===== src/rtl/udp_receiver.sv =====
// rtl/udp_receiver.sv - Ethernet II / IPv4 / UDP receive parser with MAC, IP and port filtering; optional FCS check under UDP_RX_CRC_EN
module udp_receiver #(
  parameter logic [47:0] LOCAL_MAC = 48'h11_11_11_11_11_11,
  parameter logic [31:0] LOCAL_IP  = 32'hC0_A8_01_6E,
  parameter logic [15:0] LOCL_PORT = 16'h8080
) (
  input  logic        rgmii_clk,
  input  logic        rstn,
  input  logic        rx_valid,
  input  logic [7:0]  rx_data,
  input  logic        rx_error,
  output logic        udp_rec_data_valid,
  output logic [7:0]  udp_rec_rdata,
  output logic        udp_rec_sop,
  output logic        udp_rec_eop,
  output logic [15:0] udp_rec_data_length,
  output logic [31:0] udp_rec_src_ip,
  output logic [15:0] udp_rec_src_port,
  output logic        udp_rec_err,
  output logic        frame_drop
);

  typedef enum logic [3:0] {
    WAIT_IDLE, IDLE, PREAMBLE, ETH_HDR, IP_HDR, UDP_HDR, PAYLOAD, TAIL, DISCARD
  } state_t;

  state_t      state_q, state_d;
  logic [4:0]  cnt_q, cnt_d;
  logic        mac_loc_q, mac_loc_d;
  logic        mac_bc_q, mac_bc_d;
  logic [31:0] sip_q, sip_d;
  logic [15:0] sport_q, sport_d;
  logic [15:0] ulen_q, ulen_d;
  logic [15:0] rem_q, rem_d;
  logic        first_q, first_d;
  logic        dv_q, dv_d;
  logic [7:0]  data_q, data_d;
  logic        sop_q, sop_d;
  logic        eop_q, eop_d;
  logic [15:0] len_q, len_d;
  logic [31:0] oip_q, oip_d;
  logic [15:0] oport_q, oport_d;
  logic        err_q, err_d;
  logic        drop_q, drop_d;
  logic        hdr_fail;

  // Byte-lane selectors: header fields arrive MSB first, so byte k of a field sits at the top minus k.
  logic [5:0] mac_idx;
  logic [4:0] ip_idx;
  logic [3:0] port_idx;
  assign mac_idx  = {3'd5 - cnt_q[2:0], 3'b000};
  assign ip_idx   = {2'd3 - cnt_q[1:0], 3'b000};
  assign port_idx = {~cnt_q[0], 3'b000};

`ifdef UDP_RX_CRC_EN
  localparam logic [31:0] CRC_RESIDUE = 32'hC704DD7B;
  logic [31:0] crc_q, crc_d;
  logic [31:0] crc_rev;

  function automatic logic [31:0] crc_byte(input logic [31:0] c, input logic [7:0] d);
    logic [31:0] r;
    r = c ^ {24'h0, d};
    for (int i = 0; i < 8; i++) begin
      r = r[0] ? ((r >> 1) ^ 32'hEDB88320) : (r >> 1);
    end
    return r;
  endfunction

  // The register runs LSB-first; reverse it to compare against the conventional residue.
  assign crc_rev = {<<{crc_q}};

  // Running CRC from the first destination MAC byte through the FCS; re-seeded while hunting for SFD.
  always_comb begin
    crc_d = crc_q;
    if (state_q inside {IDLE, PREAMBLE}) begin
      crc_d = 32'hFFFFFFFF;
    end else if (rx_valid && (state_q inside {ETH_HDR, IP_HDR, UDP_HDR, PAYLOAD, TAIL})) begin
      crc_d = crc_byte(crc_q, rx_data);
    end
  end

  // CRC accumulator register.
  always_ff @(posedge rgmii_clk or negedge rstn) begin
    if (!rstn) crc_q <= 32'hFFFFFFFF;
    else       crc_q <= crc_d;
  end
`endif

  // Parser next state, header filtering and registered output values.
  always_comb begin
    state_d   = state_q;
    cnt_d     = cnt_q;
    mac_loc_d = mac_loc_q;
    mac_bc_d  = mac_bc_q;
    sip_d     = sip_q;
    sport_d   = sport_q;
    ulen_d    = ulen_q;
    rem_d     = rem_q;
    first_d   = first_q;
    dv_d      = 1'b0;
    data_d    = data_q;
    sop_d     = 1'b0;
    eop_d     = 1'b0;
    len_d     = len_q;
    oip_d     = oip_q;
    oport_d   = oport_q;
    err_d     = 1'b0;
    drop_d    = 1'b0;
    hdr_fail  = 1'b0;
    if (rx_valid && rx_error && !(state_q inside {WAIT_IDLE, DISCARD})) begin
      err_d   = 1'b1;
      state_d = DISCARD;
    end else if (!rx_valid && (state_q inside {ETH_HDR, IP_HDR, UDP_HDR, PAYLOAD})) begin
      // Frame ended before the payload count ran out.
      err_d   = 1'b1;
      state_d = IDLE;
    end else begin
      case (state_q)
        WAIT_IDLE: if (!rx_valid) state_d = IDLE;
        IDLE, PREAMBLE: begin
          cnt_d     = '0;
          mac_loc_d = 1'b1;
          mac_bc_d  = 1'b1;
          if (!rx_valid)               state_d = IDLE;
          else if (rx_data == 8'h55)   state_d = PREAMBLE;
          else if (rx_data == 8'hD5)   state_d = ETH_HDR;
          else                         state_d = DISCARD;
        end
        ETH_HDR: begin
          cnt_d = cnt_q + 5'd1;
          if (cnt_q < 5'd6) begin
            mac_loc_d = mac_loc_q && (rx_data == LOCAL_MAC[mac_idx +: 8]);
            mac_bc_d  = mac_bc_q && (rx_data == 8'hFF);
            hdr_fail  = !mac_loc_d && !mac_bc_d;
          end
          if (cnt_q == 5'd12 && rx_data != 8'h08) hdr_fail = 1'b1;
          if (cnt_q == 5'd13) begin
            if (rx_data != 8'h00) hdr_fail = 1'b1;
            cnt_d   = '0;
            state_d = IP_HDR;
          end
        end
        IP_HDR: begin
          cnt_d = cnt_q + 5'd1;
          case (cnt_q)
            5'd0:  hdr_fail = (rx_data != 8'h45);
            5'd6:  hdr_fail = (rx_data[5:0] != 6'd0);  // MF and fragment offset high bits
            5'd7:  hdr_fail = (rx_data != 8'h00);
            5'd9:  hdr_fail = (rx_data != 8'd17);
            5'd12, 5'd13, 5'd14, 5'd15: sip_d = {sip_q[23:0], rx_data};
            5'd16, 5'd17, 5'd18: hdr_fail = (rx_data != LOCAL_IP[ip_idx +: 8]);
            5'd19: begin
              hdr_fail = (rx_data != LOCAL_IP[ip_idx +: 8]);
              cnt_d    = '0;
              state_d  = UDP_HDR;
            end
            default: ;
          endcase
        end
        UDP_HDR: begin
          cnt_d = cnt_q + 5'd1;
          case (cnt_q)
            5'd0, 5'd1: sport_d  = {sport_q[7:0], rx_data};
            5'd2, 5'd3: hdr_fail = (rx_data != LOCL_PORT[port_idx +: 8]);
            5'd4:       ulen_d   = {ulen_q[7:0], rx_data};
            5'd5: begin
              ulen_d   = {ulen_q[7:0], rx_data};
              hdr_fail = ({ulen_q[7:0], rx_data} < 16'd8);
            end
            5'd7: begin
              rem_d   = ulen_q - 16'd8;
              first_d = 1'b1;
              cnt_d   = '0;
              state_d = (ulen_q == 16'd8) ? TAIL : PAYLOAD;
            end
            default: ;
          endcase
        end
        PAYLOAD: begin
          dv_d    = 1'b1;
          data_d  = rx_data;
          sop_d   = first_q;
          eop_d   = (rem_q == 16'd1);
          first_d = 1'b0;
          rem_d   = rem_q - 16'd1;
          if (first_q) begin
            len_d   = rem_q;
            oip_d   = sip_q;
            oport_d = sport_q;
          end
          if (rem_q == 16'd1) state_d = TAIL;
        end
        TAIL: begin
          if (!rx_valid) begin
            state_d = IDLE;
`ifdef UDP_RX_CRC_EN
            err_d = (crc_rev != CRC_RESIDUE);
`else
            err_d = 1'b0;
`endif
          end
        end
        DISCARD: if (!rx_valid) state_d = IDLE;
        default: state_d = WAIT_IDLE;
      endcase
      if (hdr_fail) begin
        state_d = DISCARD;
        drop_d  = 1'b1;
      end
    end
  end

  // Parser state, latched header fields and output register stage.
  always_ff @(posedge rgmii_clk or negedge rstn) begin
    if (!rstn) begin
      state_q   <= WAIT_IDLE;
      cnt_q     <= '0;
      mac_loc_q <= 1'b0;
      mac_bc_q  <= 1'b0;
      sip_q     <= '0;
      sport_q   <= '0;
      ulen_q    <= '0;
      rem_q     <= '0;
      first_q   <= 1'b0;
      dv_q      <= 1'b0;
      data_q    <= '0;
      sop_q     <= 1'b0;
      eop_q     <= 1'b0;
      len_q     <= '0;
      oip_q     <= '0;
      oport_q   <= '0;
      err_q     <= 1'b0;
      drop_q    <= 1'b0;
    end else begin
      state_q   <= state_d;
      cnt_q     <= cnt_d;
      mac_loc_q <= mac_loc_d;
      mac_bc_q  <= mac_bc_d;
      sip_q     <= sip_d;
      sport_q   <= sport_d;
      ulen_q    <= ulen_d;
      rem_q     <= rem_d;
      first_q   <= first_d;
      dv_q      <= dv_d;
      data_q    <= data_d;
      sop_q     <= sop_d;
      eop_q     <= eop_d;
      len_q     <= len_d;
      oip_q     <= oip_d;
      oport_q   <= oport_d;
      err_q     <= err_d;
      drop_q    <= drop_d;
    end
  end

  assign udp_rec_data_valid  = dv_q;
  assign udp_rec_rdata       = data_q;
  assign udp_rec_sop         = sop_q;
  assign udp_rec_eop         = eop_q;
  assign udp_rec_data_length = len_q;
  assign udp_rec_src_ip      = oip_q;
  assign udp_rec_src_port    = oport_q;
  assign udp_rec_err         = err_q;
  assign frame_drop          = drop_q;

endmodule


===== config.mk =====
export PLATFORM = sky130hd
export DESIGN_NAME = udp_receiver
export DESIGN_NICKNAME = d
export VERILOG_FILES = /design/src/rtl/udp_receiver.sv
export SDC_FILE = /design/constraint.sdc
export NUM_CORES = 1
export LEC_CHECK = 0
export BUFFER_PORTS_ARGS = -buffer_cell sky130_fd_sc_hd__buf_2
export CAP_MARGIN = 20
export CORE_MARGIN = 2
export CORE_UTILIZATION = 40
export CTS_BUF_LIST = sky130_fd_sc_hd__clkbuf_8
export DETAILED_ROUTE_END_ITERATION = 8
export SYNTH_ARGS = -nofsm -noshare
export SYNTH_HDL_FRONTEND = slang
export SYNTH_SLANG_ARGS = --single-unit

===== constraint.sdc =====
create_clock -name rgmii_clk -period 3.5 [get_ports rgmii_clk]
set_clock_uncertainty 0.2 [all_clocks]
set_input_delay 0.525 -clock rgmii_clk [delete_from_list [all_inputs] [get_ports rgmii_clk]]
set_output_delay 0.525 -clock rgmii_clk [all_outputs]
set_load 0.02 [all_outputs]

==> results.sh, run 1 <==
export IMPL_status="finished, final reports clean"
export IMPL_path_clk_slew_ns=0.09
export IMPL_cts_tree="done"
export IMPL_netlist_top_cells_area="dfrtp_1 54%, mux2_2 16%, nand2_1 2.6%, nor2_1 1.8%, o21ai_0 1.7%"
export IMPL_hold_violations=0
export IMPL_die_x_um=145
export IMPL_synth_seq_area_share_pct=53.5
export IMPL_cts_made_buffers=17
export IMPL_synth_compound_area_share_pct=10.3
export IMPL_synth_area_per_cell_sq_um=11.8
export IMPL_synth_edff_count=0
export IMPL_irDropWorstVdd_mv=0.243
export IMPL_fillCellCount=1821
export IMPL_drc=0
export IMPL_vias_per_cell=5.45
export IMPL_cp_max_fo=8
export IMPL_gp_congestion=0.848
export IMPL_fin_util_pct=46.3
export IMPL_synth_top_area_share_pct=53.5
export IMPL_h_tree_depth=4
export IMPL_synth_seq_cells=169
export IMPL_drive_gt1_share_pct=35.1
export IMPL_ys_types=74
export IMPL_power_switching_w=0.000982
export IMPL_port_buffers=88
export IMPL_multi_input_area_sq_um=3380
export IMPL_synthAdderAreaFrac_pct=1.27
export IMPL_relSlewSlack_pct=50.6
export IMPL_areaGrowthSynthToFinish_pct=13.8
export IMPL_grtUsageTotal_pct=18.3
export IMPL_combPwrFrac_pct=7.0
export IMPL_clock_sinks=169
export IMPL_critical_path_class="reg -> reg"
export IMPL_synth_xor_area_share_pct=1.44
export IMPL_grt_pass1_wl_um=29500
export IMPL_vias=5565
export IMPL_dp_final_hpwl_um=12800
export IMPL_clk_latency_ns=0.46
export IMPL_crit_path_end_kind="flop"
export IMPL_dpl_cell_area_sq_um=8580
export IMPL_cp_data_required_time_ns=3.65
export IMPL_yosys_warnings=0
export IMPL_clk_path_buf_depth=2
export IMPL_seqCellArea_sq_um=4230
export IMPL_max_cap_viol_count=0
export IMPL_fmax_mhz=298
export IMPL_arrival_ns=3.50
export IMPL_core_rowCount=51
export IMPL_grt_start_max_net_pins=77
export IMPL_setup_viol=0
export IMPL_path_cells="inv_1 -> ha_1 -> or4_4 -> a2111oi_4 -> a211oi_2 -> o41ai_2 -> nand3_2 -> a2111o_1"
export IMPL_cp_slowest_cell="or4_4"
export IMPL_min_period_ns=3.35
export IMPL_die_area_sq_um=20900
export IMPL_final_common_cell="dfrtp_1"
export IMPL_yosys_area_top_type="dfrtp_1"
export IMPL_synth_simple_gate_area_share_pct=11.8
export IMPL_p_sw_share_pct=26.5
export IMPL_synthFlopType="dfrtp_1"
export IMPL_final_nets=765
export IMPL_intPower_w=0.00273
export IMPL_fin_setup_tns_ns=0
export IMPL_mostFrequentLayoutCells="169 x dfrtp_1, 114 x mux2_2, 87 x buf_2"
export IMPL_rsz0062_at_grt="no"
export IMPL_fin_crit_sh_pct=95.8
export IMPL_synth_mux_area_share_pct=17.9
export IMPL_hold_slack_ns=0.195
export IMPL_synth_cells=669
export IMPL_hold_class="in -> reg"
export IMPL_async_flop_share_pct=100
export IMPL_final_area_sq_um=8990
export IMPL_worst_setup_path_start_kind="flop"
export IMPL_io_pin_count=89
export IMPL_drt_iter0_drc=310
export IMPL_grt_overflow=0
export IMPL_drt_wl_total_um=18300
export IMPL_wl_per_cell_um=17.9
export IMPL_slew_violations=0
export IMPL_antenna_found_initial=0
export IMPL_die_h_um=145
export IMPL_power_leakage_nw=4.57
export IMPL_core_region_area_sq_um=19400
export IMPL_powerDensity_nw_per_um2=413
export IMPL_synth_top_family_by_area="multiplexers"
export IMPL_num_antenna_cells=0
export IMPL_initial_core_util_pct=40.7
export IMPL_p_clk_share_pct=37.7
export IMPL_seqPwrFrac_pct=55.3
export IMPL_syn_num_nets=689
export IMPL_cts_resized=0
export IMPL_cts_root_buf="clkbuf_8"
export IMPL_first_global_vias=5482
export IMPL_syn_area_sq_um=7900
export IMPL_worst_pin_slew_ns=0.741
export IMPL_antenna_left=0
export IMPL_cp_slowest_stage_delay_ns=0.60
export IMPL_firstDrtPassIters=5
worst paths after layout:
path,startpoint,endpoint,slack [ns],cells after the start
setup / recovery,cnt_q[0],state_q[3],0.15,8
hold / removal,rx_error,state_q[2],0.19,3
setup reg to reg,cnt_q[0],state_q[3],0.15,8
hold reg to reg,mac_loc_q,mac_loc_q,0.28,1
max in group asynchronous,rstn,ulen_q[12],1.92,3
min in group asynchronous,rstn,cnt_q[2],0.44,2
critical path: cells and delay by family (launching register included):
kind                       cells  cell delay, ns
adders and majority gates      1            0.31
AOI/OAI and AO/OA              4            1.31
DFF                            1            0.48
buffers and inverters          1            0.15
and+or+nand+nor                2            0.80
flip-flops by register name, indices dropped and copies added (netlist names), 4 cells and up:
name and flops:
udp_rec_src_port 16, ulen_q 16, udp_rec_src_ip 32, rem_q 16
udp_rec_rdata 8, sip_q 32, udp_rec_data_length 16, sport_q 16
state_q 4, cnt_q 5
synthesized netlist by cell type (all sizes together), types with 4 or more instances:
library cell and number:
a211oi 5, a21oi 24, a22oi 5, a31oi 7
and3 6, buf 24, clkbuf 19, dfrtp 169
ha 8, inv 19, mux2 124, nand2 54
nand3 8, nand4 4, nor2 37, nor3 13
nor4 11, nor4b 4, o211ai 5, o21ai 29
o31ai 5, or3 4, or4 7, xnor2 5
xor2 8
metrics by stage:
stage | total power [W] | cells | setup slack (ns)
6_report | 0.00371 | 1021 | 0.145
5_1_grt | 0.00388 | 1021 | 0.0109
4_1_cts | 0.00376 | 1021 | 0.160
3_5_place_dp | 0.00235 | 990 | 0.211
3_3_place_gp | 0.00234 | 990 | 0.294
2_1_floorplan | 0.00225 | 669 | 0.500
routing by layer:
metal	wire, um	track usage [%]	vias to the layer above
met2	8730	29.4	122
met1	8590	25.0	2838
met3	653	3.51	27
met5	0	0	-
met4	310	5.72	0
li1	-	-	2578
layout make-up:
cell class / instances / area share, %
multi-input cells: 438 / 37.6
flip-flops and latches: 169 / 47.0
clock buffers: 17 / 2.60
clock inverters: 13 / 1.81
inverters: 19 / 0.793
repair buffers: 100 / 6.42
well taps: 265 / 3.69
power groups by stage:
| stage | clock (W) | sequential [W] | combinational [W] |
|---|---|---|---|
| floorplan | 0 | 0.00204 | 0.000205 |
| global route | 0.00152 | 0.00206 | 0.000292 |
| CTS | 0.00144 | 0.00205 | 0.000264 |
| global placement | 0 | 0.00208 | 0.000253 |
| detailed placement | 0 | 0.00209 | 0.000262 |
| finish | 0.00140 | 0.00205 | 0.000259 |
logic make-up after synthesis:
kind of cell,count (synthesis)
adders and majority gates,8
AOI/OAI and AO/OA,117
xor gates and xnor gates,13
DFF,169
buffers and inverters,62
and+or+nand+nor,174
muxes,126
what timing repair did:
item / 4_1_cts / 5_1_grt
hold buffers: 1 / 0
setup buffers: 0 / 0
hold endpoints to repair: 74 / 0
(Power assumes the default switching activity.)
==> run 2, diff against run 1 <==
--- a/config.mk
+++ b/config.mk
@@ -11,6 +11,7 @@
 export CORE_UTILIZATION = 40
 export CTS_BUF_LIST = sky130_fd_sc_hd__clkbuf_8
 export DETAILED_ROUTE_END_ITERATION = 8
+export PLACE_DENSITY = 0.56
 export SYNTH_ARGS = -nofsm -noshare
 export SYNTH_HDL_FRONTEND = slang
 export SYNTH_SLANG_ARGS = --single-unit
==> run 2 against run 1 <==
Compared with the run above:
- die area is the same
- count of clock-buffer cells in the layout rose by 1
- worst setup slack improved by 0.043 ns
- routed wire length grew 0.94%
- sequential power barely moved
- total power is 0.72% higher
- core utilization grew 0.39 points
- global-route usage about the same
- critical path depth is the same
- critical endpoint unchanged
- largest power group unchanged
==> results.sh, run 2 (same netlist as run 1, synthesis figures left out) <==
export IMPL_fin_setup_tns_ns=0
export IMPL_grt_overflow=0
export IMPL_arrival_ns=3.45
export IMPL_powerDensity_nw_per_um2=412
export IMPL_grt_pass1_wl_um=29300
export IMPL_path_cells="inv_1 -> ha_1 -> or4_4 -> a2111oi_4 -> a211oi_2 -> o41ai_2 -> nand3_2 -> a2111o_1"
export IMPL_cts_tree="done"
export IMPL_clk_latency_ns=0.46
export IMPL_final_nets=771
export IMPL_cts_made_buffers=17
export IMPL_max_cap_viol_count=0
export IMPL_cp_slowest_stage_delay_ns=0.60
export IMPL_core_region_area_sq_um=19400
export IMPL_hold_class="in -> reg"
export IMPL_drt_iter0_drc=441
export IMPL_h_tree_depth=4
export IMPL_areaGrowthSynthToFinish_pct=14.8
export IMPL_finalPower_w=0.00374
export IMPL_rsz0062_at_grt="no"
export IMPL_vias=5640
export IMPL_core_rowCount=51
export IMPL_wl_per_cell_um=17.9
export IMPL_clk_path_buf_depth=2
export IMPL_cts_root_buf="clkbuf_8"
export IMPL_cp_data_required_time_ns=3.64
export IMPL_clock_sinks=169
export IMPL_antenna_found_initial=0
export IMPL_min_period_ns=3.31
export IMPL_final_cells=1029
export IMPL_grtUsageTotal_pct=18.2
export IMPL_io_pin_count=89
export IMPL_relSlewSlack_pct=53.6
export IMPL_power_leakage_nw=4.61
export IMPL_die_x_um=145
export IMPL_die_h_um=145
export IMPL_rrSetupSlack_ns=0.19
export IMPL_dp_final_hpwl_um=12700
export IMPL_status="finished, final reports clean"
export IMPL_pre_cts_ws_ns=0.153
export IMPL_worst_pin_slew_ns=0.696
export IMPL_vias_per_cell=5.48
export IMPL_cp_slowest_cell="or4_4"
export IMPL_initial_core_util_pct=40.7
export IMPL_num_antenna_cells=0
export IMPL_worst_setup_path_start_kind="flop"
export IMPL_drive_gt1_share_pct=35.9
export IMPL_dpl_cell_area_sq_um=8640
export IMPL_drc=0
export IMPL_crit_path_end_kind="flop"
export IMPL_drt_wl_total_um=18500
export IMPL_firstDrtPassIters=5
export IMPL_path_buf_inv=1
export IMPL_slew_violations=0
export IMPL_hold_violations=0
export IMPL_path_clk_slew_ns=0.10
export IMPL_antenna_left=0
export IMPL_die_area_sq_um=20900
export IMPL_crit_family="compound AO/OA/AOI/OAI gates"
export IMPL_dp_cells=996
export IMPL_port_buffers=88
export IMPL_critical_path_class="reg -> reg"
export IMPL_setup_ws_ns=0.188
export IMPL_grt_start_max_net_pins=71
export IMPL_cp_max_fo=8
export IMPL_setup_viol=0
export IMPL_fmax_mhz=302
export IMPL_gp_congestion=0.894
export IMPL_fin_crit_sh_pct=94.6
export IMPL_irDropWorstVdd_mv=0.223
export IMPL_mostFrequentLayoutCells="168 x dfrtp_1, 114 x mux2_2, 87 x buf_2"
export IMPL_first_global_vias=5348
export IMPL_final_area_sq_um=9060
export IMPL_final_common_cell="dfrtp_1"
## run 2: cell count changes in the layout (fill, tap and decap cells not counted), sizes merged
cell / delta
inv: +2
bufinv: -2
clkinv: +3
clkinvlp: -2
clkbuf: +1
buf: +6
## run 2: where the power goes
part / internal [W] / switching (W)
Sequential: 0.00198 / 0.0000356
Combinational: 0.000112 / 0.000206
Clock: 0.000568 / 0.000833
## run 2: cell type report
cell class | count | area (sq um)
Fill cell | 1840 | 10300
Sequential cell | 169 | 4230
Multi-Input combinational cell | 438 | 3380
Timing Repair Buffer | 106 | 634
Tap cell | 265 | 332
Clock buffer | 18 | 248
Clock inverter | 14 | 165
Inverter | 19 | 71.3
## run 2: worst register-to-register path: stages, from the launching register on
cell and delay, ns:
dfrtp_2 0.45, inv_1 0.12, ha_1 0.29, or4_4 0.60
a2111oi_4 0.39, a211oi_2 0.07, o41ai_2 0.44, nand3_2 0.19
a2111o_1 0.44
## run 2: repair_timing
item                                    in CTS  in global routing
hold buffers                                 1                  0
resized for setup                            0                  1
endpoints found under the setup margin       0                  1
setup buffers                                0                  0
hold endpoints to repair                    68                  0
## run 2: routing by layer
layer	routed length [um]	part of all wire, %	GRT usage (%)
met5	0	0	0
met4	167	0.90	4.96
met3	906	4.9	4.04
met2	8880	48	29.5
met1	8500	46	24.8
## run 2: path summary, 6_finish.rpt
| path | to | cells after the start | from |
|---|---|---|---|
| hold / removal | udp_rec_rdata[6] | 3 | rx_data[6] |
| hold reg to reg | udp_rec_rdata[6] | 2 | udp_rec_rdata[6] |
| min in group asynchronous | frame_drop | 2 | rstn |
| setup / recovery | state_q[3] | 8 | cnt_q[0] |
| max in group asynchronous | sip_q[26] | 3 | rstn |
| setup reg to reg | state_q[3] | 8 | cnt_q[0] |
## run 2: metrics by stage
| step | hold slack [ns] | util, % |
|---|---|---|
| after floorplan | 0.0294 | - |
| after global placement | 0.259 | 44.5 |
| after detailed placement | 0.262 | 44.5 |
| after CTS | 0.188 | 46.7 |
| after global routing | 0.194 | 46.7 |
| final | 0.223 | 46.7 |
==> run 3, diff against run 2 <==
--- a/config.mk
+++ b/config.mk
@@ -11,7 +11,7 @@
 export CORE_UTILIZATION = 40
 export CTS_BUF_LIST = sky130_fd_sc_hd__clkbuf_8
 export DETAILED_ROUTE_END_ITERATION = 8
-export PLACE_DENSITY = 0.56
+export PLACE_DENSITY = 0.58
 export SYNTH_ARGS = -nofsm -noshare
 export SYNTH_HDL_FRONTEND = slang
 export SYNTH_SLANG_ARGS = --single-unit
==> constraint.sdc (replaced) <==
create_clock -name rgmii_clk -period 3 [get_ports rgmii_clk]
set_clock_uncertainty 0.2 [all_clocks]
set_input_delay 0.45 -clock rgmii_clk [delete_from_list [all_inputs] [get_ports rgmii_clk]]
set_output_delay 0.45 -clock rgmii_clk [all_outputs]
set_load 0.02 [all_outputs]
==> run 3 against run 2 <==
Compared with the run above:
- first-iteration DRC count decreased by 22%
- register-to-register slack lost 0.09 ns
- maximum frequency increased by 14%
- flip-flop and latch count is the same
- largest power group unchanged
- highest routed layer unchanged
==> results.sh, run 3 (same netlist as run 1, synthesis figures left out) <==
export IMPL_cp_slowest_cell="or4_4"
export IMPL_num_antenna_cells=0
export IMPL_cp_data_required_time_ns=3.14
export IMPL_hold_class="in -> reg"
export IMPL_arrival_ns=3.04
export IMPL_grt_pass1_wl_um=30300
export IMPL_drt_iter0_drc=346
export IMPL_slew_violations=0
export IMPL_cts_made_buffers=17
export IMPL_drive_gt1_share_pct=38.1
export IMPL_final_nets=797
export IMPL_fin_crit_sh_pct=96.9
export IMPL_die_h_um=145
export IMPL_initial_core_util_pct=40.7
export IMPL_min_path_cells=2
export IMPL_clk_path_buf_depth=2
export IMPL_critical_path_class="reg -> reg"
export IMPL_worst_pin_slew_ns=0.634
export IMPL_drt_wl_total_um=18700
export IMPL_die_area_sq_um=20900
export IMPL_io_pin_count=89
export IMPL_max_cap_viol_count=0
export IMPL_clock_sinks=169
export IMPL_powerDensity_nw_per_um2=471
export IMPL_setup_ws_ns=0.0942
export IMPL_crit_path_end_kind="flop"
export IMPL_grtUsageTotal_pct=18.7
export IMPL_die_x_um=145
export IMPL_vias=5717
export IMPL_cp_slowest_stage_delay_ns=0.54
export IMPL_final_area_sq_um=9280
export IMPL_core_region_area_sq_um=19400
export IMPL_grt_start_max_net_pins=66
export IMPL_cp_max_fo=5
export IMPL_wl_per_cell_um=17.7
export IMPL_relSlewSlack_pct=57.7
export IMPL_path_cells="inv_1 -> ha_1 -> or4_4 -> a2111oi_4 -> a211oi_2 -> o41ai_2 -> nand3_2 -> a2111o_1"
export IMPL_dp_final_hpwl_um=13200
export IMPL_rsz0062_at_grt="no"
export IMPL_path_clk_slew_ns=0.09
export IMPL_drc=0
export IMPL_reg2reg_depth=8
export IMPL_clk_latency_ns=0.46
export IMPL_status="finished, final reports clean"
export IMPL_gp_congestion=0.821
export IMPL_areaGrowthSynthToFinish_pct=17.5
export IMPL_setup_viol=0
export IMPL_power_leakage_nw=4.75
export IMPL_worst_setup_path_start_kind="flop"
export IMPL_port_buffers=88
export IMPL_hold_violations=0
export IMPL_cts_tree="done"
export IMPL_first_global_vias=5646
export IMPL_mostFrequentLayoutCells="168 x dfrtp_1, 114 x mux2_2, 87 x buf_2"
export IMPL_fmax_mhz=344
export IMPL_dpl_cell_area_sq_um=8850
export IMPL_irDropWorstVdd_mv=0.287
export IMPL_cts_root_buf="clkbuf_8"
export IMPL_pre_cts_ws_ns=0.0462
export IMPL_firstDrtPassIters=5
export IMPL_vias_per_cell=5.42
export IMPL_antenna_found_initial=0
export IMPL_final_common_cell="dfrtp_1"
export IMPL_fin_setup_tns_ns=0
export IMPL_min_period_ns=2.91
export IMPL_antenna_left=0
export IMPL_grt_overflow=0
export IMPL_core_rowCount=51
export IMPL_h_tree_depth=4
-- run 3: power breakdown --
group	switching, W	total (W)	leakage (nW)	internal (W)
clock network	0.000885	0.00164	0.202	0.000758
registers	0.0000484	0.00236	2.32	0.00231
logic	0.000233	0.000366	2.23	0.000133
total	0.00117	0.00437	4.75	0.00320
-- run 3: area by class of cell --
type                            instances  area [sq um]
Clock buffer                           17           234
Tap cell                              265           332
Multi-Input combinational cell        438          3390
Fill cell                            1809         10100
Sequential cell                       169          4230
Clock inverter                         15           164
Timing Repair Buffer                  132           855
Inverter                               19          71.3
-- run 3: path summary, 6_finish.rpt --
check                                  from                to  slack [ns]
min in group asynchronous              rstn        frame_drop        0.33
max                                cnt_q[1]        state_q[3]        0.09
min                              rx_data[5]        sport_q[5]        0.11
min reg2reg                udp_rec_rdata[1]  udp_rec_rdata[1]        0.28
max in group asynchronous              rstn          sip_q[6]        1.32
max reg2reg                        cnt_q[1]        state_q[3]        0.09
-- run 3: timing repair --
action | in CTS | in global routing
hold endpoints to repair | 62 | 0
hold buffers | 1 | 0
setup endpoints to repair | 0 | 1
gates resized for setup | 0 | 4
buffers inserted | 0 | 2
-- run 3: per-stage QoR --
stage                     std cells  utilization [%]  total power, W  hold WS, ns
after CTS                      1053             47.7         0.00443       0.0861
after floorplan                 669                -         0.00262      -0.0456
after global placement         1020             45.6         0.00275        0.256
after global routing           1055             47.8         0.00457       0.0955
final                          1055             47.8         0.00437        0.113
after detailed placement       1020             45.6         0.00277        0.265
-- run 3: per-layer routing --
layer / up-vias / track usage, % / part of all wire [%]
met5: - / 0 / 0
met4: 0 / 4.45 / 0.91
met3: 14 / 4.40 / 4.7
met2: 155 / 29.9 / 49
met1: 2894 / 25.8 / 46
li1: 2654 / - / -
-- run 3: worst max-delay path: cells and delay by family, from the launching register on --
family,cells,cell delay (ns)
AOI/OAI and AO/OA,4,1.15
and+or+nand+nor,2,0.69
DFF,1,0.43
adders and majority gates,1,0.22
buffers and inverters,1,0.10
